--- config.mk ---
export PLATFORM = sky130hd
export DESIGN_NAME = mawg_out_stage_flat
export DESIGN_NICKNAME = d
export VERILOG_FILES = /design/src/rtl/mawg_out_stage_if.sv /design/src/rtl/mawg_out_stage.sv /design/src/flat_wrapper.sv
export SDC_FILE = /design/constraint.sdc
export NUM_CORES = 1
export LEC_CHECK = 0
export BUFFER_PORTS_ARGS = -buffer_cell sky130_fd_sc_hd__buf_2
export CELL_PAD_IN_SITES_DETAIL_PLACEMENT = 0
export CELL_PAD_IN_SITES_GLOBAL_PLACEMENT = 1
export CORE_MARGIN = 4
export CORE_UTILIZATION = 30
export DETAILED_ROUTE_END_ITERATION = 6
export PLACE_DENSITY = 0.59
export SLEW_MARGIN = 20
export SYNTH_ARGS = -nofsm -noshare
export SYNTH_HDL_FRONTEND = slang
export SYNTH_SLANG_ARGS = --single-unit
--- constraint.sdc ---
create_clock -name clk -period 7.5 [get_ports clk]
set_input_delay 1.5 -clock clk [delete_from_list [all_inputs] [get_ports clk]]
set_output_delay 1.5 -clock clk [all_outputs]
set_load 0.05 [all_outputs]
--- src/rtl/mawg_out_stage_if.sv ---
// Sample bus between mawg and its output stage: the incoming sample strobe/data
// and the registered DAC-side outputs.
interface mawg_out_stage_if #(
    parameter int unsigned WAVE_WIDTH = 16
);
    logic                  wave_valid;
    logic [WAVE_WIDTH-1:0] wave_out;
    logic [WAVE_WIDTH-1:0] dac_data;
    logic                  dac_strobe;

    modport master (
        output wave_valid,
        output wave_out,
        input  dac_data,
        input  dac_strobe
    );

    modport slave (
        input  wave_valid,
        input  wave_out,
        output dac_data,
        output dac_strobe
    );
endinterface

--- src/rtl/mawg_out_stage.sv ---
// Elastic FIFO plus rate-divided replay of mawg samples to a DAC, with sticky under/overflow flags.
// Optional gain/offset scaling stage enabled by defining MAWG_OUT_SCALE_EN.
module mawg_out_stage #(
    parameter int unsigned WAVE_WIDTH      = 16,
    parameter int unsigned FIFO_DEPTH_LOG2 = 4,
    parameter int unsigned PREFILL         = 4,
    parameter int unsigned DIV_WIDTH       = 16
) (
    input  logic                     clk,
    input  logic                     reset,
    mawg_out_stage_if.slave          bus,
    input  logic                     enable,
    input  logic [DIV_WIDTH-1:0]     rate_div,
    input  logic                     clear_flags,
    input  logic [15:0]              gain,
    input  logic [WAVE_WIDTH-1:0]    offset,
    output logic [FIFO_DEPTH_LOG2:0] fifo_level,
    output logic                     running,
    output logic                     underrun,
    output logic                     overflow
);
    localparam int unsigned Depth = 2 ** FIFO_DEPTH_LOG2;
    localparam int unsigned PtrW  = FIFO_DEPTH_LOG2;
    localparam int unsigned LvlW  = FIFO_DEPTH_LOG2 + 1;

    typedef enum logic [1:0] {StIdle, StPrefill, StRun} state_e;
    state_e state_q, state_d;

    logic [WAVE_WIDTH-1:0] mem_q [Depth];
    logic [PtrW-1:0]       wr_ptr_q, rd_ptr_q;
    logic [LvlW-1:0]       level_q, level_d;
    logic [DIV_WIDTH-1:0]  cnt_q, cnt_d;
    logic [WAVE_WIDTH-1:0] dac_data_q, dac_data_d;
    logic                  dac_strobe_q, dac_strobe_d;
    logic                  underrun_q, overflow_q;
    logic [WAVE_WIDTH-1:0] head;

    logic flush, tick, fifo_full, fifo_empty, pop, push, ovf_set, urun_set;

    // FSM: state register
    always_ff @(posedge clk or posedge reset) begin
        if (reset) state_q <= StIdle;
        else       state_q <= state_d;
    end

    // FSM: next state
    always_comb begin
        state_d = state_q;
        unique case (state_q)
            StIdle:    if (enable) state_d = StPrefill;
            StPrefill: begin
                if (!enable)                          state_d = StIdle;
                else if (level_q >= LvlW'(PREFILL))   state_d = StRun;
            end
            StRun:     if (!enable) state_d = StIdle;
            default:   state_d = StIdle;
        endcase
    end

    // FSM: outputs. A tick is suppressed in the flush cycle since the FIFO is being emptied.
    always_comb begin
        running = (state_q == StRun);
        flush   = (state_q != StIdle) && !enable;
        tick    = running && enable && (cnt_q == '0);
    end

    always_comb begin
        fifo_full  = (level_q == LvlW'(Depth));
        fifo_empty = (level_q == '0);
        pop        = tick && !fifo_empty;
        push       = bus.wave_valid && !flush && (!fifo_full || pop);
        ovf_set    = bus.wave_valid && !flush && fifo_full && !pop;
        urun_set   = tick && fifo_empty;
        level_d    = flush ? '0 : level_q + LvlW'(push) - LvlW'(pop);
        cnt_d      = '0;
        if (running && enable) cnt_d = (cnt_q >= rate_div) ? '0 : cnt_q + DIV_WIDTH'(1);
    end

    assign head = mem_q[rd_ptr_q];

    always_ff @(posedge clk or posedge reset) begin
        if (reset) begin
            wr_ptr_q   <= '0;
            rd_ptr_q   <= '0;
            level_q    <= '0;
            cnt_q      <= '0;
            underrun_q <= 1'b0;
            overflow_q <= 1'b0;
        end else begin
            level_q    <= level_d;
            cnt_q      <= cnt_d;
            underrun_q <= urun_set | (underrun_q & ~clear_flags);
            overflow_q <= ovf_set  | (overflow_q & ~clear_flags);
            if (flush) begin
                wr_ptr_q <= '0;
                rd_ptr_q <= '0;
            end else begin
                if (push) wr_ptr_q <= wr_ptr_q + PtrW'(1);
                if (pop)  rd_ptr_q <= rd_ptr_q + PtrW'(1);
            end
        end
    end

    always_ff @(posedge clk) begin
        if (push) mem_q[wr_ptr_q] <= bus.wave_out;
    end

`ifdef MAWG_OUT_SCALE_EN
    localparam int unsigned ProdW = WAVE_WIDTH + 16;
    localparam int unsigned SumW  = ProdW + 1;

    logic                   s1_valid_q, s1_pop_q;
    logic [WAVE_WIDTH-1:0]  s1_sample_q;
    logic signed [ProdW-1:0] prod;
    logic signed [SumW-1:0]  sum;
    logic [WAVE_WIDTH-1:0]  scaled;

    always_ff @(posedge clk or posedge reset) begin
        if (reset) begin
            s1_valid_q  <= 1'b0;
            s1_pop_q    <= 1'b0;
            s1_sample_q <= '0;
        end else if (flush) begin
            s1_valid_q <= 1'b0;
            s1_pop_q   <= 1'b0;
        end else begin
            s1_valid_q <= tick;
            s1_pop_q   <= pop;
            if (pop) s1_sample_q <= head;
        end
    end

    // Full-precision product, floor shift, then saturate to the signed sample range.
    always_comb begin
        prod = $signed(s1_sample_q) * $signed(gain);
        sum  = SumW'(prod >>> 14) + SumW'($signed(offset));
        if ((&sum[SumW-1:WAVE_WIDTH-1]) || !(|sum[SumW-1:WAVE_WIDTH-1])) begin
            scaled = sum[WAVE_WIDTH-1:0];
        end else if (sum[SumW-1]) begin
            scaled = {1'b1, {(WAVE_WIDTH-1){1'b0}}};
        end else begin
            scaled = {1'b0, {(WAVE_WIDTH-1){1'b1}}};
        end
    end

    always_comb begin
        dac_data_d   = dac_data_q;
        dac_strobe_d = 1'b0;
        if (flush) begin
            dac_data_d = '0;
        end else if (s1_valid_q) begin
            dac_strobe_d = 1'b1;
            if (s1_pop_q) dac_data_d = scaled;
        end
    end
`else
    logic unused_scale;
    assign unused_scale = ^{gain, offset};

    always_comb begin
        dac_data_d   = dac_data_q;
        dac_strobe_d = 1'b0;
        if (flush) begin
            dac_data_d = '0;
        end else if (tick) begin
            dac_strobe_d = 1'b1;
            if (pop) dac_data_d = head;
        end
    end
`endif

    always_ff @(posedge clk or posedge reset) begin
        if (reset) begin
            dac_data_q   <= '0;
            dac_strobe_q <= 1'b0;
        end else begin
            dac_data_q   <= dac_data_d;
            dac_strobe_q <= dac_strobe_d;
        end
    end

    assign bus.dac_data   = dac_data_q;
    assign bus.dac_strobe = dac_strobe_q;
    assign fifo_level     = level_q;
    assign underrun       = underrun_q;
    assign overflow       = overflow_q;
endmodule

--- src/flat_wrapper.sv ---
// flat-port wrapper written by rule: the top's interface ports become plain ports
module mawg_out_stage_flat 
#(
    parameter int unsigned WAVE_WIDTH      = 16,
    parameter int unsigned FIFO_DEPTH_LOG2 = 4,
    parameter int unsigned PREFILL         = 4,
    parameter int unsigned DIV_WIDTH       = 16
)
  (clk, reset, enable, rate_div, clear_flags, gain, offset, fifo_level, running, underrun, overflow, bus_wave_valid, bus_wave_out, bus_dac_data, bus_dac_strobe);
  mawg_out_stage_if #(.WAVE_WIDTH(WAVE_WIDTH)) bus_i ();
  input  logic clk;
  input  logic reset;
  input  logic enable;
  input  logic [DIV_WIDTH-1:0] rate_div;
  input  logic clear_flags;
  input  logic [15:0] gain;
  input  logic [WAVE_WIDTH-1:0] offset;
  output logic [FIFO_DEPTH_LOG2:0] fifo_level;
  output logic running;
  output logic underrun;
  output logic overflow;
  input wire logic [$bits(bus_i.wave_valid)-1:0] bus_wave_valid;
  input wire logic [$bits(bus_i.wave_out)-1:0] bus_wave_out;
  output wire logic [$bits(bus_i.dac_data)-1:0] bus_dac_data;
  output wire logic [$bits(bus_i.dac_strobe)-1:0] bus_dac_strobe;
  assign bus_i.wave_valid = bus_wave_valid;
  assign bus_i.wave_out = bus_wave_out;
  assign bus_dac_data = bus_i.dac_data;
  assign bus_dac_strobe = bus_i.dac_strobe;
  mawg_out_stage #(.WAVE_WIDTH(WAVE_WIDTH), .FIFO_DEPTH_LOG2(FIFO_DEPTH_LOG2), .PREFILL(PREFILL), .DIV_WIDTH(DIV_WIDTH)) u_core (.clk(clk), .reset(reset), .bus(bus_i), .enable(enable), .rate_div(rate_div), .clear_flags(clear_flags), .gain(gain), .offset(offset), .fifo_level(fifo_level), .running(running), .underrun(underrun), .overflow(overflow));
endmodule
Yosys cells after proc, flatten, opt, wreduce, memory -nomap -nowiden

Memory sizes are Yosys's and may differ from the RTL's.
Index checks and enable logic that the tools add are counted.

Flip-flop bits (word level): 50
Bits in writable memories: 256
Bits of input ports: 69
Output and inout bits: 25
Logic and storage cells: 71
Memories: 1

Memory list:

| memory       | depth | bits a word | rd ports | clocked after memory_dff | wr ports | RTL line             | source |
|---|---|---|---|---|---|---|---|
| u_core.mem_q | 16    | 16          | 1        | 0                        | 1        | mawg_out_stage.sv:29 | `logic [WAVE_WIDTH-1:0] mem_q [Depth];` |

Add/sub/neg operators: 5
Magnitude comparators: 2
Eq/ne operators: 6
Multiplexer cells: 19
Bitwise operators: 5
Reduce and logical (&&, ||, !) cells: 24

Operators with widths:

| kind                                                              | number |
|---|---|
| 2-to-1 mux 16 bit                                                 | 5 |
| adder 16 x 1 -> 16 bit, second input constant                     | 1 |
| greater-or-equal comparator 16 bit                                | 1 |
| zero test 16 bit                                                  | 1 |
| 2-to-1 mux 4 bit                                                  | 4 |
| logical AND 1 bit                                                 | 9 |
| adder 4 x 1 -> 4 bit, second input constant                       | 2 |
| 2-to-1 mux 2 bit                                                  | 4 |
| nonzero test 2 bit                                                | 4 |
| one-hot mux 2 bit (3 select lines)                                | 1 |
| adder 5 x 1 -> 5 bit                                              | 1 |
| equality test 5 bit, second input constant                        | 1 |
| greater-or-equal comparator 5 x 3 -> 1 bit, second input constant | 1 |
| zero test 1 bit                                                   | 5 |
| zero test 5 bit                                                   | 1 |
| 2-to-1 mux 5 bit                                                  | 1 |
| subtractor 5 x 1 -> 5 bit                                         | 1 |
| 2-to-1 mux 1 bit                                                  | 4 |
| != test 2 bit, second input constant                              | 2 |
| != test 3 x 2 -> 1 bit, second input constant                     | 1 |
| AND reduction 3 bit                                               | 1 |
| AND 1 bit                                                         | 2 |
| equality test 2 x 1 -> 1 bit, second input constant               | 1 |
| equality test 2 bit, second input constant                        | 1 |
| 5 further kinds                                                   | 6 |

Logic depth before layout (Yosys ltp)

Depth after elaboration: 9
Gate-level depth with buffers: 14
Gate-level depth less buffers: 14

Least setup slack after synthesis

OpenSTA, ideal clock, no wires.

Path type: input to register
From: input port enable
To: memory u_core.mem_q[5][0], enable pin
Library setup time: 0.388 ns
Arrival: 2.948 ns
Data required time: 7.112 ns
Slack: 4.164 ns
Cell stages on the path: 5
Buffers on the path: 1
Path through: nand4_1 > o21ai_0 > buf_2 > nand4b_1 > nor2_1

Cells in the longest elaborated chain, start to end: 7
Elaborated cells on any way between the ends: 11
Those cells by class: mux (2); reduce/logical (9)

Ends and longest elaborated chain:

| what                                                  | RTL line                                   | source |
|---|---|---|
| start, declared                                       | flat_wrapper.sv:13                         | `input logic enable;` |
| zero test 1 bit or logical AND 1 bit (tied branches)  | n/a                                        |  |
| logical AND 1 bit, on equally long branches           | mawg_out_stage.sv:63, mawg_out_stage.sv:64 |  |
| zero test 1 bit or logical AND 1 bit (tied branches)  | mawg_out_stage.sv:71, mawg_out_stage.sv:70 |  |
| logical AND 1 bit or logical OR 1 bit (tied branches) | mawg_out_stage.sv:71                       | `push = bus.wave_valid && !flush && (!fifo_full \|\| pop);` |
| logical AND 1 bit (*)                                 | mawg_out_stage.sv:71                       |  |
| 2-to-1 mux 1 bit (*)                                  | mawg_out_stage.sv:105                      | `if (push) mem_q[wr_ptr_q] <= bus.wave_out;` |
| 2-to-1 mux 1 bit (implied by the code) (*)            | mawg_out_stage.sv:105                      |  |
| end, declared                                         | mawg_out_stage.sv:29                       |  |

Mark *: on every way between the ends. The rest lies on a longest branch, timed or not.

Worst setup path in the final report

From: input port enable
To: memory u_core.mem_q[9][4], enable pin

Same word-level chain as after synthesis.

==> impl_table.tex <==
\begin{tabular}{lr}
\hline
Metric & Value \\
\hline
\multicolumn{2}{l}{\textbf{Status}} \\
Status & finished, final reports clean \\
\multicolumn{2}{l}{\textbf{Power and ir drop}} \\
Worst ir drop on vdd & 0.000183 V \\
Flop pwr share & 43.5\% \\
Net switching power of the design & 1390 uW \\
Int Pwr & 3470 uW \\
Overall power consumption & 4870 uW \\
Switching Fraction & 28.6\% \\
Combinational share of power & 20.3\% \\
Clock Power Share & 36.2\% \\
Power density over cell area & 329 nW/um2 \\
Static power due to leakage & 0.00515 uW \\
\multicolumn{2}{l}{\textbf{Synth}} \\
Main area contributors after synthesis & sky130\_fd\_sc\_hd\_\_edfxtp\_1 61\%, sky130\_fd\_sc\_hd\_\_mux4\_2 11\%, sky130\_fd\_sc\_hd\_\_dfrtp\_1 10\% \\
Share of the yosys chip area belonging to registers & 71.2\% \\
Synth unique cells & 48 \\
Most frequently used cell type in the post-synthesis netlist & sky130\_fd\_sc\_hd\_\_edfxtp\_1 \\
Yosys synthesis warning count & 0 \\
Synth top area share & 61.3\% \\
Number of standard cells after synthesis & 700 \\
Synthesized net count & 799 \\
Average footprint of a synthesized cell & 17.9 um2 \\
Commonest cells post-synth & 256 x sky130\_fd\_sc\_hd\_\_edfxtp\_1, 64 x sky130\_fd\_sc\_hd\_\_mux4\_2, 63 x sky130\_fd\_sc\_hd\_\_nor2\_1 \\
Number of flops mapped to enable cells by yosys & 256 \\
Library cell occupying the most area in the post-synthesis netlist & sky130\_fd\_sc\_hd\_\_edfxtp\_1 \\
Most used flip-flop cell after synthesis & sky130\_fd\_sc\_hd\_\_edfxtp\_1 \\
Post-synthesis register bit count & 306 \\
Cell area after synthesis & 12500 um2 \\
Share of async-settable or async-resettable flops after synthesis & 16.3\% \\
\multicolumn{2}{l}{\textbf{Setup path}} \\
Worst flop-to-flop path startpoint & u\_core.cnt\_q[2]\$\_DFF\_PP0\_ \\
Critical-path cell with the highest stage delay & sky130\_fd\_sc\_hd\_\_nor2\_2 \\
CP delay by family, top & simple AND/OR/NAND/NOR gates \\
Critical path buffers and inverters & 3 \\
First element of the critical path & enable \\
Crit path DAT & 3.52 ns \\
CP Class & primary input to register \\
Slowest stage delay, CP & 0.69 ns \\
Endpoint class of the critical path & register \\
Crit path required time & 7.72 ns \\
Cell Chain, Critical Path & buf\_2, nand4\_1, o21ai\_0, buf\_4, nand4\_1, nor2\_2, buf\_4 \\
Maximum fanout count along the critical path & 11 \\
Crit path launch type & primary input \\
\multicolumn{2}{l}{\textbf{GRT}} \\
Global route total overflow & 0 \\
Total Routing Usage GR & 12.0\% \\
Number of antenna violations at the first check in global routing & 3 \\
Number of global-route vias before repair & 6614 \\
Largest net degree at the start of global routing & 67 \\
Global-route wire length before repair & 41100 um \\
\multicolumn{2}{l}{\textbf{Run}} \\
Max Cap Viol & 0 \\
\multicolumn{2}{l}{\textbf{Floorplan}} \\
Floorplan die area & 45200 um2 \\
Area of the core & 41100 um2 \\
Io pins & 94 \\
Standard-cell rows & 74 \\
Chip Width & 212 um \\
Die Y-Extent & 212 um \\
Initial Utilization & 30.5\% \\
\multicolumn{2}{l}{\textbf{Cells and area}} \\
Proportion of layout cells with a drive suffix above 1 & 28.9\% \\
Finished Core Util & 36.0\% \\
\# nets final & 889 \\
Ant diodes & 0 \\
Area delta synth->final & 18.0\% \\
\multicolumn{2}{l}{\textbf{Clock tree}} \\
Clock buffers created by TritonCTS & 34 \\
Number of gates given a new drive strength after cts & 0 \\
CTS tree & built \\
Count of clock tree sinks & 306 \\
CTS H-Tree Depth & 2 \\
Worst-path clk slew & 0.06 ns \\
CTS hold repair buffers & 0 \\
Clock latency on the worst-skew pair & 0.52 ns \\
Post-CTS Setup Inserts & 0 \\
Clock root buffer master & sky130\_fd\_sc\_hd\_\_clkbuf\_16 \\
Clock buffer depth & 3 \\
\multicolumn{2}{l}{\textbf{Place}} \\
Worst slack, placed & 3.63 ns \\
Placer congestion estimate & 0.696 \\
Total of buffers placed on input and output ports & 61 \\
Half-perimeter wire length after placement & 16300 um \\
\multicolumn{2}{l}{\textbf{Timing}} \\
Worst Setup Slack, final & 4.19 ns \\
Peak clock frequency supported by timing & 302 MHz \\
Final critical delay including setup and external delays & 3.31 ns \\
Final-report max-slew violation count & 0 \\
Post-route worst hold slack & 0.498 ns \\
Final period util & 44.1\% \\
Final-report setup violation count & 0 \\
Hold violation total from the final report & 0 \\
Tightest Pin Transition & 1.01 ns \\
RSZ-0062 raised after global routing & false \\
Worst Skew & 0.0175 ns \\
Final setup TNS & 0 ns \\
Relative slew slack & 32.6\% \\
\multicolumn{2}{l}{\textbf{Drt}} \\
WL/cell & 19.9 um \\
Aggregate routed wire length & 26800 um \\
Pre-antenna DRT Iters & 5 \\
Via total after detailed routing & 6358 \\
Average via count per standard cell & 4.72 \\
First-iteration detailed-routing DRC count & 298 \\
Antenna Nets Post-Route & 0 \\
Final routed DRC violation total & 0 \\
\multicolumn{2}{l}{\textbf{Worst hold path}} \\
Min-delay worst type & register to register \\
Origin of the worst min-delay path & u\_core.cnt\_q[0]\$\_DFF\_PP0\_ \\
\hline
\end{tabular}
## final timing paths
check	endpoint	slack, ns	depth (start not counted)
worst max-delay path	u_core.mem_q[9][4]$_DFFE_PP_	4.19	7
worst min-delay path	u_core.cnt_q[0]$_DFF_PP0_	0.50	1
worst max register to register	u_core.mem_q[9][4]$_DFFE_PP_	4.38	7
worst min register to register	u_core.cnt_q[0]$_DFF_PP0_	0.50	1
max in group asynchronous	u_core.rd_ptr_q[1]$_DFFE_PP0P_	5.71	3
min in group asynchronous	u_core.bus.dac_data[9]$_DFFE_PP0P_	1.18	3
## worst register-to-register path, cell delays in order (launching register included)
cell,delay (ns)
sky130_fd_sc_hd__dfrtp_1,0.44
sky130_fd_sc_hd__nor4_1,0.39
sky130_fd_sc_hd__nand3_1,0.23
sky130_fd_sc_hd__o21ai_0,0.22
sky130_fd_sc_hd__buf_4,0.20
sky130_fd_sc_hd__nand4_1,0.33
sky130_fd_sc_hd__nor2_2,0.69
sky130_fd_sc_hd__buf_4,0.32
## cell families after synthesis
logic type      after synthesis  share of synthesized area [%]
simple gates                141                           5.26
xor+xnor                     16                           1.12
mux                          99                           14.4
buf+inv                      61                           2.06
compound gates               47                           2.82
flops                       306                           71.2
fa+ha+maj                    30                           3.05
## metal layers
layer	track usage, %	wire (um)	vias to the layer above
li1	-	-	2937
met1	15.9	11500	3276
met2	20.4	13600	102
met3	2.55	1220	37
met4	3.13	481	6
met5	0	34	-
## cell type report
| class | instances | area [um2] |
|---|---|---|
| fillers | 3872 | 26300 |
| flip-flops and latches | 306 | 8940 |
| multi-input cells | 333 | 3420 |
| clock buffers | 43 | 926 |
| well taps | 532 | 666 |
| repair buffers | 80 | 448 |
| clock inverters | 19 | 267 |
| inverters | 35 | 131 |
## stage by stage
step / instances / area (um2)
5_1_grt: 1348 / 14800
3_3_place_gp: 1286 / 13600
4_1_cts: 1348 / 14800
6_report: 1348 / 14800
2_1_floorplan: 700 / 12500
3_5_place_dp: 1286 / 13600
## sequential cells by signal, indices dropped and copies added, names as in the netlist
name / count
u_core.fifo_level: 5
u_core.rd_ptr_q: 4
u_core.mem_q: 256
u_core.wr_ptr_q: 4
u_core.state_q: 2
u_core.bus.dac_data: 16
u_core.cnt_q: 16
u_core.underrun: 1
u_core.bus.dac_strobe: 1
u_core.overflow: 1
## power by group through the flow
| stage | Combinational [uW] | Sequential [uW] | Clock (uW) |
|---|---|---|---|
| 6_report | 988 | 2120 | 1760 |
| 5_1_grt | 1080 | 2140 | 1880 |
| 4_1_cts | 1000 | 2120 | 1810 |
| 3_5_place_dp | 1000 | 2160 | 0 |
| 3_3_place_gp | 992 | 2160 | 0 |
| 2_1_floorplan | 563 | 2290 | 0 |
## placed cells by master, fill, tap and decap left out, types with 4 or more instances in the layout
master	Yosys	final
sky130_fd_sc_hd__nand4_1	8	8
sky130_fd_sc_hd__dfrtp_1	50	47
sky130_fd_sc_hd__mux4_2	64	64
sky130_fd_sc_hd__bufinv_16	0	6
sky130_fd_sc_hd__nor3_1	4	4
sky130_fd_sc_hd__nor2_2	0	12
sky130_fd_sc_hd__nand3_1	10	10
sky130_fd_sc_hd__o21ai_0	10	10
sky130_fd_sc_hd__mux2_2	16	16
sky130_fd_sc_hd__clkinv_1	0	5
sky130_fd_sc_hd__xnor2_1	6	6
sky130_fd_sc_hd__nand2_1	31	31
sky130_fd_sc_hd__nor4_1	4	4
sky130_fd_sc_hd__a221o_1	16	16
sky130_fd_sc_hd__xor2_1	10	10
sky130_fd_sc_hd__clkbuf_16	0	35
sky130_fd_sc_hd__inv_1	35	34
sky130_fd_sc_hd__ha_1	29	29
sky130_fd_sc_hd__buf_4	1	19
sky130_fd_sc_hd__clkbuf_1	10	6
sky130_fd_sc_hd__mux2i_1	19	19
sky130_fd_sc_hd__nor2_4	0	4
sky130_fd_sc_hd__nor2_1	63	47
sky130_fd_sc_hd__buf_2	9	61
sky130_fd_sc_hd__and3_1	4	4
sky130_fd_sc_hd__edfxtp_1	256	256
sky130_fd_sc_hd__a21oi_1	10	10
Power figures use the tool's default switching activity.
